==> src/rtl/rgmii_rx_inband_status_decoder.sv <==
// -----------------------------------------------------------------------------
// rgmii_rx_inband_status_decoder
//
// Decodes the RGMII in-band status (link / speed / duplex) that a PHY drives
// on RXD during inter-frame gaps. The decoded status is debounced and then
// published as a committed status word. Runs in the RGMII RX clock domain,
// directly after the IDDR stage.
//
// A status sample is taken only when RX_CTL shows no frame, error or carrier
// extension. It must also show identical rising and falling nibbles and a
// non-reserved speed code. filter_p consecutive identical samples commit a
// status. timeout_p cycles without any valid sample invalidate the status.
//
// Ports:
//   clk_i          RGMII RX clock (SDR side of the IDDR)
//   reset_n_i      asynchronous active-low reset
//   rx_data_i[7:0] IDDR output, [3:0] rising nibble, [7:4] falling nibble
//   rx_dv_i        RX_CTL rising-edge sample (data valid)
//   rx_er_i        RX_CTL falling XOR rising sample (error / carrier ext.)
//   link_up_o      committed link status
//   speed_o[1:0]   committed speed, 00=10M 01=100M 10=1000M (same code as
//                  the TX clock generator speed select)
//   full_duplex_o  committed duplex
//   status_v_o     committed status is valid
//   change_v_o     one-cycle pulse when committed status or status_v_o changes
// -----------------------------------------------------------------------------
module rgmii_rx_inband_status_decoder #(
  parameter int filter_p  = 4,
  parameter int timeout_p = 65535
) (
  input  logic       clk_i,
  input  logic       reset_n_i,
  input  logic [7:0] rx_data_i,
  input  logic       rx_dv_i,
  input  logic       rx_er_i,
  output logic       link_up_o,
  output logic [1:0] speed_o,
  output logic       full_duplex_o,
  output logic       status_v_o,
  output logic       change_v_o
);

  localparam int CNT_W  = $clog2(filter_p + 1);
  localparam int IDLE_W = $clog2(timeout_p + 1);

  localparam logic [CNT_W-1:0]  CNT_MAX  = CNT_W'(filter_p);
  localparam logic [CNT_W-1:0]  CNT_ONE  = CNT_W'(1);
  localparam logic [IDLE_W-1:0] IDLE_MAX = IDLE_W'(timeout_p);
  localparam logic [IDLE_W-1:0] IDLE_PRE = IDLE_W'(timeout_p - 1);
  localparam logic [IDLE_W-1:0] IDLE_ONE = IDLE_W'(1);

  typedef enum logic {
    UNKNOWN = 1'b0,
    STABLE  = 1'b1
  } state_t;

  state_t            state_r;
  state_t            state_nxt;
  logic [3:0]        cand_r;
  logic [CNT_W-1:0]  cnt_r;
  logic [IDLE_W-1:0] idle_r;
  logic              link_r;
  logic [1:0]        speed_r;
  logic              duplex_r;
  logic              change_r;

  // Saturating increment of the filter count.
  function automatic logic [CNT_W-1:0] sat_inc(input logic [CNT_W-1:0] c);
    if (c >= CNT_MAX) return CNT_MAX;
    return c + CNT_ONE;
  endfunction

  // Sample classification
  logic             status_cyc;
  logic             valid_s;
  logic [3:0]       sample;
  logic [CNT_W-1:0] cnt_upd;
  logic             commit;
  logic             timeout_hit;
  logic             differs;

  assign status_cyc  = ~rx_dv_i & ~rx_er_i;
  assign sample      = rx_data_i[3:0];
  assign valid_s     = status_cyc
                     & (rx_data_i[3:0] == rx_data_i[7:4])
                     & (rx_data_i[2:1] != 2'b11);
  assign cnt_upd     = (sample == cand_r) ? sat_inc(cnt_r) : CNT_ONE;
  assign commit      = valid_s & (cnt_upd == CNT_MAX);
  // Fires only on the cycle idle_r steps onto timeout_p, so a saturated
  // idle counter never re-triggers. A valid sample in that cycle wins.
  assign timeout_hit = ~valid_s & (idle_r == IDLE_PRE);
  assign differs     = (sample != {duplex_r, speed_r, link_r});

  // State register
  always_ff @(posedge clk_i or negedge reset_n_i) begin
    if (!reset_n_i) state_r <= UNKNOWN;
    else            state_r <= state_nxt;
  end

  // Next-state logic
  always_comb begin
    state_nxt = state_r;
    if (commit)           state_nxt = STABLE;
    else if (timeout_hit) state_nxt = UNKNOWN;
  end

  // Filter, idle counter and committed status word
  always_ff @(posedge clk_i or negedge reset_n_i) begin
    if (!reset_n_i) begin
      cand_r   <= '0;
      cnt_r    <= '0;
      idle_r   <= '0;
      link_r   <= 1'b0;
      speed_r  <= 2'b00;
      duplex_r <= 1'b0;
      change_r <= 1'b0;
    end else begin
      if (valid_s) begin
        cand_r <= sample;
        cnt_r  <= cnt_upd;
      end else if (timeout_hit || status_cyc) begin
        // Invalid status cycles and the timeout restart the filter; frame
        // cycles leave it untouched.
        cnt_r <= '0;
      end

      if (valid_s)                idle_r <= '0;
      else if (idle_r != IDLE_MAX) idle_r <= idle_r + IDLE_ONE;

      if (commit) begin
        link_r   <= sample[0];
        speed_r  <= sample[2:1];
        duplex_r <= sample[3];
      end else if (timeout_hit) begin
        // Speed and duplex keep their last values for the TX side.
        link_r <= 1'b0;
      end

      change_r <= (commit && (state_r == UNKNOWN || differs))
               || (timeout_hit && state_r == STABLE);
    end
  end

  // Output logic
  always_comb begin
    link_up_o     = link_r;
    speed_o       = speed_r;
    full_duplex_o = duplex_r;
    status_v_o    = (state_r == STABLE);
    change_v_o    = change_r;
  end

endmodule
==> config.mk <==
export PLATFORM = sky130hd
export DESIGN_NAME = rgmii_rx_inband_status_decoder
export DESIGN_NICKNAME = d
export VERILOG_FILES = /design/src/rtl/rgmii_rx_inband_status_decoder.sv
export SDC_FILE = /design/constraint.sdc
export NUM_CORES = 1
export LEC_CHECK = 0
export ABC_AREA = 1
export BUFFER_PORTS_ARGS = -buffer_cell sky130_fd_sc_hd__buf_2
export CELL_PAD_IN_SITES_DETAIL_PLACEMENT = 1
export CELL_PAD_IN_SITES_GLOBAL_PLACEMENT = 1
export CORE_MARGIN = 8
export CORE_UTILIZATION = 43
export CTS_CLUSTER_DIAMETER = 40
export CTS_CLUSTER_SIZE = 24
export DETAILED_ROUTE_END_ITERATION = 8
export PLACE_DENSITY = 0.78
export SLEW_MARGIN = 20
export SYNTH_ARGS = -nofsm -noshare
export SYNTH_HDL_FRONTEND = slang
export SYNTH_SLANG_ARGS = --single-unit
==> constraint.sdc <==
create_clock -name clk_i -period 1.61 [get_ports clk_i]
set_input_delay 0.0805 -clock clk_i [delete_from_list [all_inputs] [get_ports clk_i]]
set_output_delay 0.0805 -clock clk_i [all_outputs]
set_load 0.005 [all_outputs]
======== Word level (Yosys, flattened, before mapping) ========
Index checks and enable logic that the tools add are counted.
storage, ports and cells
  bits in registers ....................... 29
  bits of input ports ..................... 12
  output and inout port bits .............. 6
  logic and storage cells ................. 46
operators by class
  add/subtract/negate cells ............... 2
  magnitude comparators ................... 1
  eq/ne operators ......................... 7
  mux-type cells .......................... 11
  bitwise operators ....................... 9
  reduce and logical (&&, ||, !) cells .... 8
operators by type and width
  operator                                                   count
  2-to-1 mux 16 bit                                          2
  adder 16 x 1 -> 16 bit (second input constant)             1
  == test 16 bit (second input constant)                     1
  inequality test 16 bit (second input constant)             1
  2-to-1 mux 3 bit                                           5
  == test 4 bit                                              2
  nonzero test 2 bit                                         3
  bitwise AND 1 bit                                          5
  2-to-1 mux 1 bit                                           4
  inequality test 4 bit                                      1
  inverter 1 bit                                             4
  adder 3 x 1 -> 3 bit (second input constant)               1
  == test 3 bit (second input constant)                      1
  greater-or-equal comparator 3 bit (second input constant)  1
  logical OR 1 bit                                           3
  logical AND 1 bit                                          2
  inequality test 2 bit (second input constant)              1

======== Longest topological paths before layout ========
  word-level depth ........................ 9
  mapped depth ............................ 10

======== Least setup slack after synthesis ========
No wires, ideal clock.
  kind .................................... flip-flop to flip-flop
  from .................................... reg idle_r[0]
  to ...................................... reg idle_r[1]
  arrival ................................. 1260 ps
  required time ........................... 1527 ps
  slack ................................... 268 ps
  cell stages (with the launch flop) ...... 8
  buffers on the path ..................... 0
  period minus slack after synthesis ...... 1342 ps
  cell sequence ........................... dfrtp_1 ha_1 inv_1 nor2_2 nand3_1 nor3_2 nand2_2 o22ai_1
on the way
  cells in the longest elaborated chain, start to end .. 3
  elaborated cells on any way between the ends .. 5
  those cells by class .................... add/sub: 1; eq/ne: 1; mux: 2; reduce/logical: 1
ends and longest elaborated chain
  what                    line  RTL
  start, declared         61    logic [IDLE_W-1:0] idle_r;
  start signal, assigned  128   else if (idle_r != IDLE_MAX) idle_r <= idle_r + IDLE_ONE;
  adder 16 x 1 -> 16 bit  128
  2-to-1 mux 16 bit       128
  2-to-1 mux 16 bit       127   if (valid_s) idle_r <= '0;
Parallel ways exist; a longest one is shown, timed or not. The select of a mux whose other input is x is not followed.
A chain may end at the register's enable or synchronous reset.

======== Final worst setup path ========
Ends and elaborated chain as after synthesis.

==> impl_metrics.csv <==
group,metric,value,unit
floorplanning,start_util,43.8,%
final_layout,antenna_cells,0,
final_layout,final_common_cell,"nand2_1",
synth,netlist_area,0.00188,sq mm
synth,synth_area_leaders,"dfrtp_1, nand2_1, inv_1",
final_layout,stdcell_count,335,
worst_hold_path,worstHoldStart,"rx_data_i[0]",
power_and_ir_drop,p_leak,1.20,nW
power_and_ir_drop,finalPower,2.54,mW
synth,syn_inst,251,
floorplanning,fp.dieH,82.1,microns
final_layout,design_area,0.00222,sq mm
critical_path,critical_path.max_fanout,5,
place,placed_cells,323,
worst_hold_path,holdPathEnd,"link_up_o",
timing,report.final.slew_viol_count,0,
timing,rsz0062_at_grt,"true",
routing,vias,1681,
worst_hold_path,min_path_cells,3,
timing,setup_viol,0,
synth,yosysTopAreaCell,"dfrtp_1",
power_and_ir_drop,ir_drop,391,uV
routing,first_pass_iters,4,
routing,ant_nets,0,
floorplanning,die_x,82.1,microns
synth,ys_seq_elements,29,
cts,htreeDepth,2,
routing,wl_per_cell,14.6,microns
timing,fin_crit_sh,95.9,%
critical_path,cp-end-kind,"flop",
final_layout,fin_nets,298,
synth,yosys.area.top_type_share,38.6,%
global_route,antenna_found_initial,0,
final_layout,area_growth,18.0,%
power_and_ir_drop,powerDensity,1150,mW/mm^2
routing,routed_via_density,5.02,
global_route,grt_overflow,0,
global_route,grt_usage,16.1,%
critical_path,r2r_slack,0.07,ns
final_layout,num-fill-cells,543,
cts,ctsRootBufferMaster,"clkbuf_8",
global_route,grt_start_max_net_pins,30,
critical_path,r2r_start,"idle_r[0]",
timing,max_freq,648,MHz
final_layout,layout_common_cells,"nand2_1, dfrtp_1, inv_1",
routing,drc,0,
cts,cts_made_buffers,5,
synth,synth_cell_type_count,31,
critical_path,worst-setup-path-type,"reg -> reg",
global_route,grt_pass1_wl,8310,microns
floorplanning,dieArea,0.00675,sq mm
cts,clkTransAtPathRegs,0.07,ns
synth,ys_seq_area_share,38.6,%
cts,insertion_delay,0.29,ns
floorplanning,core-area,0.00429,sq mm
global_route,grt_pass1_vias,1757,
flow_run,cap_violations,0,
cts,clock_sinks,29,
timing,worstMarginPinSlew,0.669,ns
floorplanning,row_count,24,
critical_path,arrival,1.75,ns
cts,clock_path_buffers,2,
timing,relSlewSlack,55.4,%
synth,syn-num-nets,267,
timing,fin_worst_skew,0.00459,ns
timing,hold_viol_final,0,
synth,ys_warn_count,0,
place,dp_hpwl,3720,microns
critical_path,required,1.82,ns
run_status,status,"finished, final reports clean",
place,dpl-instance-area,0.00204,sq mm
synth,synth_flop_cell,"dfrtp_1",
routing,routed_wl,4900,microns
place,numPortBuffers,17,
worst_hold_path,hold_path_class,"in -> reg",
critical_path,worstSetupStartpointType,"flop",
critical_path,r2r-end,"idle_r[1]",
timing,period_minus_slack,1.54,ns
synth,avgSynthCellArea,7.49,sq um
floorplanning,ioPinCount,18,
final_layout,drive_above_1_share,24.0,%
place,gp_congestion,0.830,
routing,drtIter0Drc,33,
synth,async_reset_ff_share,100,%
cts,tritoncts,"done",
synth,synth_edf_count,0,
critical_path,ff2ff_path_depth,7,
[registers in the layout, summed over array words and instances, names as in the netlist]
| signal | cells |
|---|---|
| speed_o | 2 |
| cnt_r | 3 |
| idle_r | 16 |
| link_up_o | 1 |
| full_duplex_o | 1 |
| cand_r | 4 |
| change_v_o | 1 |
| status_v_o | 1 |
[worst max-delay path, cell delays in order, from the launching register on]
cell and delay, ns:
dfrtp_1 0.42, ha_2 0.23, inv_1 0.09, nor2_4 0.12, nand3_4 0.09, nor3_4 0.26, nand2_2 0.14, o22ai_1 0.13
[power breakdown]
group          internal, mW  switching [mW]
registers             0.872           0.140
logic                 0.281           0.478
clock network         0.463           0.310
total                  1.62           0.929
[area by class of cell]
cell class	count	area [sq um]	area share, %
well taps	52	65.1	2.93
repair buffers	27	163	7.33
inverters	33	126	5.70
clock inverters	3	46.3	2.09
clock buffers	5	68.8	3.10
flip-flops and latches	29	726	32.7
multi-input cells	186	1020	46.1
[repair_timing]
action                                 in CTS  in global routing
setup buffers                               0                  2
endpoints found under the hold margin      29                  0
hold buffers                                1                  0
resized for setup                           0                  7
setup endpoints to repair                   0                 11
[metrics by stage]
stage | util (%) | hold WS [ns] | setup WS (ns) | setup TNS, ns
after global placement | 47.5 | 0.154 | 0.146 | 0
after global routing | 51.7 | 0.121 | -0.0339 | -0.107
final | 51.7 | 0.104 | 0.0667 | 0
after CTS | 50.4 | 0.0936 | 0.0456 | 0
after detailed placement | 47.5 | 0.160 | 0.0635 | 0
after floorplan | - | -0.215 | 0.268 | 0
[routing by layer]
| metal | up-vias | global-route usage (%) | routed length (microns) |
|---|---|---|---|
| met1 | 789 | 20.7 | 2410 |
| met3 | 8 | 4.22 | 134 |
| met2 | 22 | 25.7 | 2270 |
| met4 | 0 | 5.79 | 79 |
| met5 | - | 0 | 0 |
| li1 | 862 | - | - |
[worst max-delay path by stage]
| stage | start | to | cells after the start |
|---|---|---|---|
| after floorplan | idle_r[0] | idle_r[1] | 7 |
| after global placement | idle_r[0] | idle_r[1] | 7 |
| after detailed placement | idle_r[0] | idle_r[1] | 7 |
| after CTS | idle_r[0] | idle_r[1] | 7 |
| after global routing | idle_r[0] | idle_r[1] | 7 |
| final | idle_r[0] | idle_r[1] | 7 |
[cell families after synthesis]
group / Yosys count / synth area share (%)
XOR/XNOR: 6 / 2.79
AO/OA/AOI/OAI: 28 / 8.58
flip-flops: 29 / 38.6
AND/OR/NAND/NOR: 147 / 38.3
buffers and inverters: 37 / 9.11
adder cells (fa/ha/maj): 4 / 2.66
[Yosys cell counts (2+ instances only)]
library cell and count:
xor2_1 3, or2_2 2, and3_1 2, a31oi_1 3, o21ai_1 12, nand2_2 6, nor2_2 5, a21oi_1 2
nand2_1 75, nor3_1 2, buf_6 4, nor2_4 4, dfrtp_1 29, o21ai_0 4, nand3_1 17, xnor2_1 3
inv_1 26, nand3_2 2, o21bai_1 4, nor2_1 20, inv_2 6, ha_1 4, nand4_1 8
Note: power is estimated with default switching activity, not from simulation.
